File: src/rtl/vdp_pkg.sv
// Shared constants for the Van der Pol integrator: default widths, watchdog
// limit and the run-sequencer state encodings.
package vdp_pkg;

    localparam int DATA_W_DEF  = 16;
    localparam int CNT_W_DEF   = 16;
    localparam int DECIM_W_DEF = 8;
    localparam int TIMEOUT_DEF = 16;
    localparam int STEP_LAT    = 5;

    localparam logic [2:0] S_IDLE  = 3'd0;
    localparam logic [2:0] S_INIT  = 3'd1;
    localparam logic [2:0] S_ISSUE = 3'd2;
    localparam logic [2:0] S_WAIT  = 3'd3;
    localparam logic [2:0] S_EMIT  = 3'd4;
    localparam logic [2:0] S_DONE  = 3'd5;
    localparam logic [2:0] S_ERR   = 3'd6;

endpackage

File: src/rtl/vdp_step_watchdog.sv
// Cycle counter guarding the wait for step_done; expired fires on the cycle
// whose increment takes the count to TIMEOUT-1.
module vdp_step_watchdog
    import vdp_pkg::*;
#(
    parameter int TIMEOUT = TIMEOUT_DEF
) (
    input  logic clk,
    input  logic reset_n,
    input  logic clr,
    input  logic en,
    output logic expired
);

    localparam int WD_W = $clog2(TIMEOUT);

    logic [WD_W-1:0] wd_cnt_q, wd_cnt_d;

    always_comb begin
        wd_cnt_d = wd_cnt_q;
        if (clr) begin
            wd_cnt_d = '0;
        end else if (en) begin
            wd_cnt_d = wd_cnt_q + WD_W'(1);
        end
    end

    assign expired = en && !clr && (wd_cnt_q == WD_W'(TIMEOUT - 2));

    always_ff @(posedge clk) begin
        if (!reset_n) begin
            wd_cnt_q <= '0;
        end else begin
            wd_cnt_q <= wd_cnt_d;
        end
    end

endmodule

File: src/rtl/vdp_run_sequencer.sv
// Run scheduler: loads initial conditions, issues single steps, decimates the
// datapath state into a valid/ready sample stream and flags a stalled step.
module vdp_run_sequencer
    import vdp_pkg::*;
#(
    parameter int DATA_W  = DATA_W_DEF,
    parameter int CNT_W   = CNT_W_DEF,
    parameter int DECIM_W = DECIM_W_DEF,
    parameter int TIMEOUT = TIMEOUT_DEF
) (
    input  logic               clk,
    input  logic               reset_n,
    input  logic               run,
    input  logic               abort,
    input  logic [CNT_W-1:0]   cfg_num_steps,
    input  logic [DECIM_W-1:0] cfg_decim,
    output logic               load_init,
    output logic               step_start,
    input  logic               step_done,
    input  logic [DATA_W-1:0]  dp_x,
    input  logic [DATA_W-1:0]  dp_y,
    output logic               smp_valid,
    input  logic               smp_ready,
    output logic [DATA_W-1:0]  smp_x,
    output logic [DATA_W-1:0]  smp_y,
    output logic [CNT_W-1:0]   smp_idx,
    output logic               busy,
    output logic               finished,
    output logic               err
);

    logic [2:0]         state_q, state_d;
    logic [CNT_W-1:0]   n_lat_q, n_lat_d;
    logic [CNT_W-1:0]   step_cnt_q, step_cnt_d;
    logic [CNT_W-1:0]   smp_idx_q, smp_idx_d;
    logic [DECIM_W-1:0] d_lat_q, d_lat_d;
    logic [DECIM_W-1:0] dec_cnt_q, dec_cnt_d;
    logic [DATA_W-1:0]  smp_x_q, smp_x_d;
    logic [DATA_W-1:0]  smp_y_q, smp_y_d;

    logic [CNT_W-1:0]   step_inc;
    logic [DECIM_W-1:0] dec_inc;
    logic               wd_clr, wd_en, wd_expired;

    assign step_inc = step_cnt_q + CNT_W'(1);
    assign dec_inc  = dec_cnt_q + DECIM_W'(1);
    assign wd_clr   = (state_q == S_ISSUE);
    assign wd_en    = (state_q == S_WAIT) && !step_done && !abort;

    vdp_step_watchdog #(.TIMEOUT(TIMEOUT)) u_wd (
        .clk     (clk),
        .reset_n (reset_n),
        .clr     (wd_clr),
        .en      (wd_en),
        .expired (wd_expired)
    );

    always_comb begin
        state_d    = state_q;
        n_lat_d    = n_lat_q;
        d_lat_d    = d_lat_q;
        step_cnt_d = step_cnt_q;
        dec_cnt_d  = dec_cnt_q;
        smp_idx_d  = smp_idx_q;
        smp_x_d    = smp_x_q;
        smp_y_d    = smp_y_q;
        case (state_q)
            S_IDLE: begin
                if (run && !abort) begin
                    n_lat_d    = cfg_num_steps;
                    d_lat_d    = (cfg_decim == '0) ? DECIM_W'(1) : cfg_decim;
                    step_cnt_d = '0;
                    dec_cnt_d  = '0;
                    state_d    = S_INIT;
                end
            end
            S_INIT:  state_d = (n_lat_q == '0) ? S_DONE : S_ISSUE;
            S_ISSUE: state_d = S_WAIT;
            S_WAIT: begin
                if (step_done) begin
                    step_cnt_d = step_inc;
                    if (dec_inc == d_lat_q) begin
                        dec_cnt_d = '0;
                        smp_idx_d = step_inc;
                        smp_x_d   = dp_x;
                        smp_y_d   = dp_y;
                        state_d   = S_EMIT;
                    end else begin
                        dec_cnt_d = dec_inc;
                        state_d   = (step_inc == n_lat_q) ? S_DONE : S_ISSUE;
                    end
                end else if (wd_expired) begin
                    state_d = S_ERR;
                end
            end
            S_EMIT: begin
                if (smp_ready) begin
                    state_d = (step_cnt_q == n_lat_q) ? S_DONE : S_ISSUE;
                end
            end
            S_DONE:  if (!run) state_d = S_IDLE;
            S_ERR:   if (!run) state_d = S_IDLE;
            default: state_d = S_IDLE;
        endcase
        // abort outranks step_done and the sample handshake
        if (abort && (state_q != S_IDLE)) begin
            state_d = S_IDLE;
        end
    end

    always_ff @(posedge clk) begin
        if (!reset_n) begin
            state_q    <= S_IDLE;
            n_lat_q    <= '0;
            d_lat_q    <= '0;
            step_cnt_q <= '0;
            dec_cnt_q  <= '0;
            smp_idx_q  <= '0;
            smp_x_q    <= '0;
            smp_y_q    <= '0;
        end else begin
            state_q    <= state_d;
            n_lat_q    <= n_lat_d;
            d_lat_q    <= d_lat_d;
            step_cnt_q <= step_cnt_d;
            dec_cnt_q  <= dec_cnt_d;
            smp_idx_q  <= smp_idx_d;
            smp_x_q    <= smp_x_d;
            smp_y_q    <= smp_y_d;
        end
    end

    assign load_init  = (state_q == S_INIT);
    assign step_start = (state_q == S_ISSUE);
    assign smp_valid  = (state_q == S_EMIT);
    assign smp_x      = smp_x_q;
    assign smp_y      = smp_y_q;
    assign smp_idx    = smp_idx_q;
    assign finished   = (state_q == S_DONE);
    assign err        = (state_q == S_ERR);
    assign busy       = (state_q != S_IDLE) && (state_q != S_DONE) && (state_q != S_ERR);

endmodule

File: config.mk
export PLATFORM = sky130hd
export DESIGN_NAME = vdp_run_sequencer
export DESIGN_NICKNAME = d
export VERILOG_FILES = /design/src/rtl/vdp_pkg.sv /design/src/rtl/vdp_step_watchdog.sv /design/src/rtl/vdp_run_sequencer.sv
export SDC_FILE = /design/constraint.sdc
export NUM_CORES = 1
export LEC_CHECK = 0
export ABC_CLOCK_PERIOD_IN_PS = 4200
export BUFFER_PORTS_ARGS = -buffer_cell sky130_fd_sc_hd__buf_2
export CORE_UTILIZATION = 45
export CTS_CLUSTER_DIAMETER = 30
export DETAILED_ROUTE_END_ITERATION = 10
export GPL_TIMING_DRIVEN = 0
export PLACE_DENSITY = 0.64
export SYNTH_ARGS = -nofsm -noshare
export SYNTH_HDL_FRONTEND = slang
export SYNTH_HIERARCHICAL = 1
export SYNTH_SLANG_ARGS = --single-unit
File: constraint.sdc
create_clock -name clk -period 4.2 [get_ports clk]
set_clock_uncertainty 0.2 [all_clocks]
set_input_delay 0.63 -clock clk [delete_from_list [all_inputs] [get_ports clk]]
set_output_delay 0.63 -clock clk [all_outputs]
set_load 0.05 [all_outputs]
==> impl_metrics.tcl, run 1 <==
set metrics [dict create \
    placementRows 39 \
    layout_commonest_cell "buf_2" \
    place_congestion 0.9105 \
    num_vias 4966 \
    gr-total-overflow 0 \
    final_nets 833 \
    setup_viol 0 \
    ys_seq_elements 103 \
    synthesis.instances 641 \
    cpMaxStageDelayCell "dfxtp_1" \
    cts_resized 0 \
    finalHoldViolCount 0 \
    synth_edf_count 0 \
    grt_pass1_wl_mm 21.30 \
    fin_crit_ns 3.136 \
    dp_hpwl_mm 10.26 \
    cts-htree-levels 3 \
    core_um2 11420 \
    antennaDiodeCount 0 \
    path_cells "ha_1, buf_4, and4_1, buf_6, nand2_4, or3_1, buf_2, xor2_1, nor4_1, and4_1, o211a_1" \
    cpPeakStageDelay_ns 0.51 \
    clk_latency_ns 0.35 \
    critPathBufInv 3 \
    track_usage_pct 22.50 \
    path_delay_family "simple AND/OR/NAND/NOR gates" \
    rsz0062_at_grt "no" \
    cts_tree "built" \
    worst_slew_pin_slew_ns 0.5986 \
    crit_path_frequent_cell "and4_1" \
    hp-class "flop to flop" \
    clockBufferDepth 2 \
    p_leak_nw 3.005 \
    wl_met3_um 559 \
    slew_viol_final 0 \
    drt-met1-wl_mm 5.860 \
    antenna_left 0 \
    cts_root_buffer "clkbuf_16" \
    antenna_found_initial 0 \
    placed_cell_area_um2 6021 \
    initial_core_util_pct 46.12 \
    portBuffers 115 \
    power_density_nw_per_um2 386.0 \
    max-vdd-ir-drop_uv 206.7 \
    fmax_mhz 318.9 \
    cts_buffers 9 \
    r2r_slack_ns 1.06 \
    seq_area_frac_synth_pct 39.15 \
    first_pass_iters 5 \
    die_h_um 110.2 \
    wl_met2_mm 6.862 \
    start_kind "flop" \
    syn-num-nets 707 \
    yosysWarningCount 6 \
    netlist_area_um2 5266 \
    clkTransAtPathRegs_ns 0.07 \
    cts.sinks 103 \
    fin_setup_tns_ns 0 \
    async_reset_ff_share_pct 0 \
    grt_max_degree 18 \
    dieArea_um2 12140 \
    syn_area_per_cell_um2 8.216 \
    drt_wl_total_mm 13.48 \
    path_class "flop to flop" \
    ios 116 \
    detail_route.vias_per_cell 5.427 \
    post-cts-setup-buffers 0 \
    slew_headroom_pct 60.10 \
    outcome "finished clean" \
    max_cap_violations 0 \
    fin_crit_sh_pct 74.66 \
    drtIter0Drc 280 \
    worstPathRequired_ns 4.30 \
    synth_cell_types 62 \
    drive_above_1_share_pct 20.47 \
    post-route-drc-count 0 \
    crit_arrival_ns 3.23 \
    path_max_fanout 9 \
    drt-wirelength-per-cell_um 14.73 \
    area_growth_pct 19.55 \
    synth_ff_type "dfxtp_1" \
    routed.top_layer "met4" \
    fin_area_um2 6296 \
    grt_pass1_vias 4542 \
    layout_common_cells "126 x buf_2, 103 x dfxtp_1, 81 x nor2_1, 81 x nand2_1, 53 x a21oi_1" \
    die_x_um 110.2 \
    cp-end-kind "flop" \
    hold-worst-slack_ns 0.2888 \
    ctsHoldBuffers 0 \
]
[flip-flops by register name (all words and copies together), names as in the netlist]
name           cells
d_lat_q            8
dec_cnt_q          8
n_lat_q           16
smp_idx           16
smp_x             16
smp_y             16
state_q            3
step_cnt_q        16
u_wd/wd_cnt_q      4
[worst paths after layout]
check / cells after the start / endpoint / from
setup / recovery: 11 / state_q[2]$_SDFFE_PP0P_ / step_cnt_q[0]$_SDFFE_PN0P_
hold / removal: 2 / n_lat_q[6]$_SDFFE_PN0P_ / n_lat_q[6]$_SDFFE_PN0P_
setup reg to reg: 11 / state_q[2]$_SDFFE_PP0P_ / step_cnt_q[0]$_SDFFE_PN0P_
hold reg to reg: 2 / n_lat_q[6]$_SDFFE_PN0P_ / n_lat_q[6]$_SDFFE_PN0P_
[per-layer routing]
metal / vias up / GRT usage, %
met5: - / 0
met2: 124 / 40.00
li1: 2480 / -
met4: 0 / 7.707
met3: 19 / 3.821
met1: 2343 / 27.35
[through the flow]
| stage | power, mW | setup WS, ns | std cells | utilization (%) |
|---|---|---|---|---|
| floorplan | 1.495 | 1.384 | 641 | - |
| global placement | 1.644 | 1.261 | 899 | 52.73 |
| detailed placement | 1.658 | 1.191 | 899 | 52.73 |
| CTS | 2.452 | 1.152 | 915 | 55.14 |
| global route | 2.565 | 0.9262 | 915 | 55.14 |
| finish | 2.430 | 1.064 | 915 | 55.14 |
[power breakdown]
group	internal (mW)	leakage (nW)	switching, mW
Clock	0.407	0.134	0.385
Combinational	0.202	2.04	0.381
Sequential	1.02	0.832	0.0376
Total	1.63	3.00	0.804
[area by class of cell]
class | count | area, µm²
Fill cell | 1112 | 5122
Multi-Input combinational cell | 480 | 2942
Sequential cell | 103 | 2062
Timing Repair Buffer | 115 | 575.6
Clock buffer | 10 | 229.0
Buffer | 46 | 217.7
Tap cell | 143 | 178.9
Clock inverter | 6 | 46.29
Inverter | 12 | 45.04
[cell usage after synthesis (all sizes together), types with 11 or more instances]
cell    count  area (µm²)
a21oi      53       265.3
buf        18       111.4
clkbuf     28       106.4
dfxtp     103        2062
inv        12       45.04
mux2i      51       510.5
nand2      82       315.3
nand3      13       70.07
nor2       81       304.0
nor3       20       100.1
nor4       11       75.07
o21ai      20       103.9
xnor2      26       227.7
xor2       21       183.9
[kinds of logic (layout without fill, tap and decap cells)]
| family | after synthesis | count (layout) | synth area share, % |
|---|---|---|---|
| xor+xnor | 47 | 47 | 7.817 |
| simple gates | 258 | 258 | 23.09 |
| flops | 103 | 103 | 39.15 |
| compound gates | 120 | 120 | 14.30 |
| mux | 51 | 51 | 9.694 |
| fa+ha+maj | 4 | 4 | 0.9504 |
| buf+inv | 58 | 189 | 4.989 |
[tightest hold or removal path: stages (launching register included)]
cell	delay (ns)
dfxtp_1	0.33
nand2_1	0.06
a21oi_1	0.05
Note: power is estimated with default switching activity, not from simulation.
==> run 2: changes to the inputs <==
--- a/config.mk
+++ b/config.mk
@@ -5,7 +5,8 @@
 export SDC_FILE = /design/constraint.sdc
 export NUM_CORES = 1
 export LEC_CHECK = 0
-export ABC_CLOCK_PERIOD_IN_PS = 4200
+export ABC_AREA = 1
+export ABC_CLOCK_PERIOD_IN_PS = 3100
 export BUFFER_PORTS_ARGS = -buffer_cell sky130_fd_sc_hd__buf_2
 export CORE_UTILIZATION = 45
 export CTS_CLUSTER_DIAMETER = 30
==> constraint.sdc (replaced) <==
create_clock -name clk -period 3.1 [get_ports clk]
set_clock_uncertainty 0.2 [all_clocks]
set_input_delay 0.465 -clock clk [delete_from_list [all_inputs] [get_ports clk]]
set_output_delay 0.465 -clock clk [all_outputs]
set_load 0.05 [all_outputs]
==> run 2 against run 1 <==
  * Fmax grew 13%
  * Sequential share of layout area down 0.097 points
  * Clock-buffer cell count grew 2
  * Sequential power up 38%
  * Clock power increased by 38%
  * Power increased by 36%
  * Via count rose by 6.0%
  * Combinational power rose by 30%
  * Global-route usage up 0.88 points
  * Sequential cell count did not move
  * Cell count up 15%
  * Hold slack got worse by 0.15 ns
  * Critical endpoint unchanged
==> impl_metrics.tcl, run 2 <==
set metrics [dict create \
    cts_tree "built" \
    synth_ff_type "dfxtp_1" \
    num_vias 5266 \
    worstPathRequired_ns 3.18 \
    dieArea_um2 12160 \
    layout_common_cells "180 x nand2_1, 124 x nor2_1, 119 x buf_2" \
    grt_pass1_wl_mm 21.65 \
    detail_route.vias_per_cell 5.010 \
    layout_commonest_cell "nand2_1" \
    initial_core_util_pct 46.21 \
    fin_area_um2 6315 \
    worst_slew_pin_slew_ns 0.7319 \
    setup_viol 0 \
    drive_above_1_share_pct 21.26 \
    area_growth_pct 19.68 \
    finalHoldViolCount 0 \
    ios 116 \
    core_um2 11420 \
    path_delay_family "simple AND/OR/NAND/NOR gates" \
    slew_viol_final 0 \
    synth.most_common_cell "nand2_1" \
    syn_area_per_cell_um2 6.791 \
    crit_path_frequent_cell "inv_1" \
    die_h_um 110.3 \
    max-vdd-ir-drop_uv 458.1 \
    synth_cell_types 31 \
    yosysTopAreaCellShare_pct 39.08 \
    track_usage_pct 23.38 \
    cpMaxStageDelayCell "dfxtp_1" \
    grt_pass1_vias 4618 \
    yosys-top-cells-area "dfxtp_1 39%, nand2_1 13%, nor2_1 8.8%" \
    placed_cell_area_um2 6031 \
    first_pass_iters 6 \
    fin_crit_ns 2.773 \
    portBuffers 115 \
    path_cells "inv_1, nor3_2, inv_1, nor2_1, inv_1, nor2_1, nand2_2, nor3_1, nor2_1, a221oi_1, nand2_1, inv_1, nand2_1, a21oi_1" \
    die_x_um 110.3 \
    utilization_pct 55.30 \
    slew_headroom_pct 51.21 \
    cts_resized 0 \
    dp_cells 1035 \
    outcome "finished clean" \
    placementRows 39 \
    antennaDiodeCount 0 \
    drt_wl_total_mm 14.00 \
    syn-num-nets 843 \
    netlist_area_um2 5276 \
    antenna_left 0 \
    cp-end-kind "flop" \
    max_cap_violations 0 \
    clkTransAtPathRegs_ns 0.07 \
    antenna_found_initial 0 \
    fillers 1144 \
    p_leak_nw 2.986 \
    path_max_fanout 7 \
    place_congestion 0.9059 \
    path_class "flop to flop" \
    multi_input_comb_area_um2 2771 \
    synth_commonest_cells "180 x nand2_1, 124 x nor2_1, 103 x dfxtp_1" \
    fin_setup_tns_ns 0 \
    cts_buffers 9 \
    post-cts-setup-buffers 0 \
    fin_ws_ns 0.3270 \
    cts-htree-levels 3 \
    ctsHoldBuffers 0 \
    async_reset_ff_share_pct 0 \
    drt-wirelength-per-cell_um 13.32 \
    rsz0062_at_grt "no" \
    fin_crit_sh_pct 89.45 \
    seq_area_um2 2062 \
    synth_edf_count 0 \
    crit_arrival_ns 2.85 \
    cts_root_buffer "clkbuf_16" \
    synthesis.instances 777 \
    yosysTopAreaCell "dfxtp_1" \
    clockBufferDepth 2 \
    grt_max_degree 17 \
    cpPeakStageDelay_ns 0.41 \
    cts.sinks 103 \
    post-route-drc-count 0 \
    start_kind "flop" \
    seq_area_frac_synth_pct 39.08 \
    final_nets 969 \
    dp_hpwl_mm 10.66 \
    instances_no_fill 1051 \
    hp-class "input port to flop" \
    clk_latency_ns 0.35 \
    fmax_mhz 360.6 \
    critPathBufInv 4 \
    yosysWarningCount 6 \
    gr-total-overflow 0 \
    ys_seq_elements 103 \
    power_density_nw_per_um2 524.3 \
    drtIter0Drc 275 \
    place_ws_ns 0.3512 \
]
-- run 2: final timing paths --
check / startpoint / to / slack, ns / cells after the start
worst max-delay path: state_q[0]$_SDFFE_PP0P_ / state_q[2]$_SDFFE_PP0P_ / 0.33 / 14
worst min-delay path: dp_x[7] / smp_x[7]$_SDFFE_PN0P_ / 0.14 / 3
worst max register to register: state_q[0]$_SDFFE_PP0P_ / state_q[2]$_SDFFE_PP0P_ / 0.33 / 14
worst min register to register: d_lat_q[6]$_SDFFE_PN0P_ / d_lat_q[6]$_SDFFE_PN0P_ / 0.27 / 2
-- run 2: worst reg2reg max path: cells and delay by family, from the launching register on --
family | cells | cell delay [ns]
and+or+nand+nor | 8 | 1.41
AOI/OAI and AO/OA | 2 | 0.32
buffers and inverters | 4 | 0.36
DFF | 1 | 0.41
-- run 2: area by class of cell --
class | instances | share of cell area [%]
inverters | 63 | 3.784
plain buffers | 33 | 3.230
clock buffers | 12 | 4.062
repair buffers | 115 | 9.114
multi-input cells | 578 | 43.89
clock inverters | 4 | 0.4359
well taps | 143 | 2.833
flip-flops and latches | 103 | 32.65
-- run 2: logic make-up (layout without fill, tap and decap cells) --
| kind of cell | count (synthesis) | count (layout) | synth area share, % |
|---|---|---|---|
| buffers and inverters | 96 | 227 | 8.395 |
| adder cells (fa/ha/maj) | 4 | 4 | 0.9486 |
| AO/OA/AOI/OAI | 133 | 133 | 12.76 |
| AND/OR/NAND/NOR | 415 | 415 | 34.50 |
| XOR/XNOR | 26 | 26 | 4.316 |
| flip-flops | 103 | 103 | 39.08 |
-- run 2: routing by layer --
metal  vias to the layer above  global-route usage [%]  routed length, µm
met5                         -                       0                  0
met4                         0                   7.143                279
met3                        21                   6.820                738
met2                       134                   37.27               6264
met1                      2373                   30.42               6717
li1                       2738                       -                  -
-- run 2: stage by stage --
step | power, mW | hold slack, ns
global placement | 2.230 | 0.2627
global route | 3.502 | 0.1298
CTS | 3.340 | 0.1305
detailed placement | 2.244 | 0.2694
floorplan | 2.019 | 0.2447
finish | 3.311 | 0.1380
-- run 2: report_power, final --
group / leakage [nW] / internal, mW / switching, mW / total (mW)
clock: 0.143 / 0.592 / 0.500 / 1.09
sequential: 0.834 / 1.40 / 0.0679 / 1.46
combinational: 2.01 / 0.244 / 0.512 / 0.755
total: 2.99 / 2.23 / 1.08 / 3.31
==> run 3: changes to the inputs <==
--- a/config.mk
+++ b/config.mk
@@ -5,10 +5,11 @@
 export SDC_FILE = /design/constraint.sdc
 export NUM_CORES = 1
 export LEC_CHECK = 0
-export ABC_AREA = 1
+export ABC_AREA = 0
 export ABC_CLOCK_PERIOD_IN_PS = 3100
 export BUFFER_PORTS_ARGS = -buffer_cell sky130_fd_sc_hd__buf_2
 export CORE_UTILIZATION = 45
+export CTS_BUF_LIST = sky130_fd_sc_hd__clkbuf_16
 export CTS_CLUSTER_DIAMETER = 30
 export DETAILED_ROUTE_END_ITERATION = 10
 export GPL_TIMING_DRIVEN = 0
==> run 3 against run 2 <==
  * Sequential power barely moved
  * Design area rose by 0.14%
  * Clock-buffer cell count fell by 3
  * Critical endpoint unchanged
  * Highest routed layer unchanged
==> impl_metrics.tcl, run 3 (synthesis gave the netlist of run 1 again) <==
set metrics [dict create \
    outcome "finished clean" \
    grt_pass1_vias 4542 \
    start_kind "flop" \
    cp-end-kind "flop" \
    cpMaxStageDelayCell "dfxtp_1" \
    post-route-drc-count 0 \
    fmax_mhz 337.5 \
    track_usage_pct 22.50 \
    path_cells "ha_1, buf_4, and4_1, buf_6, nand2_4, or3_1, buf_2, xor2_1, nor4_2, and4_1, o211a_1" \
    cts.sinks 103 \
    cpPeakStageDelay_ns 0.46 \
    crit_arrival_ns 3.06 \
    wl_met2_mm 6.957 \
    portBuffers 115 \
    cts_tree "built" \
    cts-htree-levels 3 \
    power_density_nw_per_um2 524.5 \
    gr-total-overflow 0 \
    hp-class "input port to flop" \
    detail_route.vias_per_cell 5.428 \
    grt_max_degree 18 \
    cts_buffers 9 \
    dieArea_um2 12140 \
    path_class "flop to flop" \
    drt-wirelength-per-cell_um 14.84 \
    antenna_left 0 \
    p_total_mw 3.317 \
    placementRows 39 \
    layout_commonest_cell "buf_2" \
    core_um2 11420 \
    area_growth_pct 20.08 \
    drive_above_1_share_pct 21.35 \
    fin_crit_ns 2.963 \
    drt-met1-wl_mm 5.905 \
    dp_hpwl_mm 10.26 \
    slew_headroom_pct 59.84 \
    num_vias 4972 \
    place_congestion 0.9105 \
    setup_viol 0 \
    layout_common_cells "126 x buf_2, 102 x dfxtp_1, 81 x nor2_1, 81 x nand2_1, 53 x a21oi_1" \
    die_h_um 110.2 \
    drt_wl_total_mm 13.60 \
    clk_latency_ns 0.35 \
    grt_pass1_wl_mm 21.30 \
    antenna_found_initial 0 \
    p_leak_nw 3.025 \
    routed.top_layer "met4" \
    clkTransAtPathRegs_ns 0.07 \
    ios 116 \
    fin_ws_ns 0.1373 \
    hold-worst-slack_ns 0.1412 \
    final_nets 834 \
    max_cap_violations 0 \
    wl_met3_um 536 \
    place_ws_ns 0.09099 \
    slew_viol_final 0 \
    die_x_um 110.2 \
    clockBufferDepth 2 \
    max-vdd-ir-drop_uv 277.3 \
    initial_core_util_pct 46.12 \
    first_pass_iters 5 \
    drtIter0Drc 317 \
    worst_slew_pin_slew_ns 0.6025 \
    worstPathRequired_ns 3.20 \
    crit_path_frequent_cell "and4_1" \
    fin_crit_sh_pct 95.57 \
    cts_root_buffer "clkbuf_16" \
    finalHoldViolCount 0 \
    path_max_fanout 9 \
    antennaDiodeCount 0 \
]
## run 3: worst max-delay path, delay by kind of cell (launching register included)
family	cells	cell delay [ns]
buffers and inverters	3	0.46
adders and majority gates	1	0.22
AOI/OAI and AO/OA	1	0.17
DFF	1	0.46
and+or+nand+nor	5	1.20
xor gates and xnor gates	1	0.18
## run 3: cell type report
cell class                      instances  area (µm²)
Fill cell                            1109        5095
Buffer                                 45       215.2
Multi-Input combinational cell        480        2955
Tap cell                              143       178.9
Inverter                               12       45.04
Sequential cell                       103        2063
Clock inverter                          7       50.05
Timing Repair Buffer                  117       590.6
Clock buffer                            9       225.2
## run 3: final timing paths
kind                                                  from                 endpoint  slack [ns]  cells after the start
worst min register to register     n_lat_q[6]$_SDFFE_PN0P_  n_lat_q[6]$_SDFFE_PN0P_        0.29                      2
worst min-delay path                              dp_y[13]   smp_y[13]$_SDFFE_PN0P_        0.14                      3
worst max-delay path            step_cnt_q[1]$_SDFFE_PN0P_  state_q[2]$_SDFFE_PP0P_        0.14                     11
worst max register to register  step_cnt_q[1]$_SDFFE_PN0P_  state_q[2]$_SDFFE_PP0P_        0.14                     11
## run 3: what timing repair did
action,CTS,global route
endpoints found under the setup margin,0,26
gates resized for setup,0,6
hold buffers,0,0
setup buffers,0,2
## run 3: power breakdown
group | total (mW) | internal, mW | switching, mW | leakage (nW)
Combinational | 0.812 | 0.287 | 0.524 | 2.05
Clock | 1.07 | 0.548 | 0.527 | 0.138
Sequential | 1.43 | 1.38 | 0.0521 | 0.833
## run 3: routing by layer
metal,track usage (%),vias up
li1,-,2481
met2,40.00,111
met3,3.821,18
met1,27.35,2362
met4,7.707,0
met5,0,-
## run 3: metrics by stage
| stage | cell area, µm² | std cells | setup TNS (ns) | utilization [%] |
|---|---|---|---|---|
| floorplan | 5266 | 641 | 0 | - |
| global placement | 6021 | 899 | 0 | 52.73 |
| detailed placement | 6021 | 899 | 0 | 52.73 |
| CTS | 6296 | 915 | 0 | 55.14 |
| global route | 6324 | 916 | -0.001731 | 55.38 |
| finish | 6324 | 916 | 0 | 55.38 |
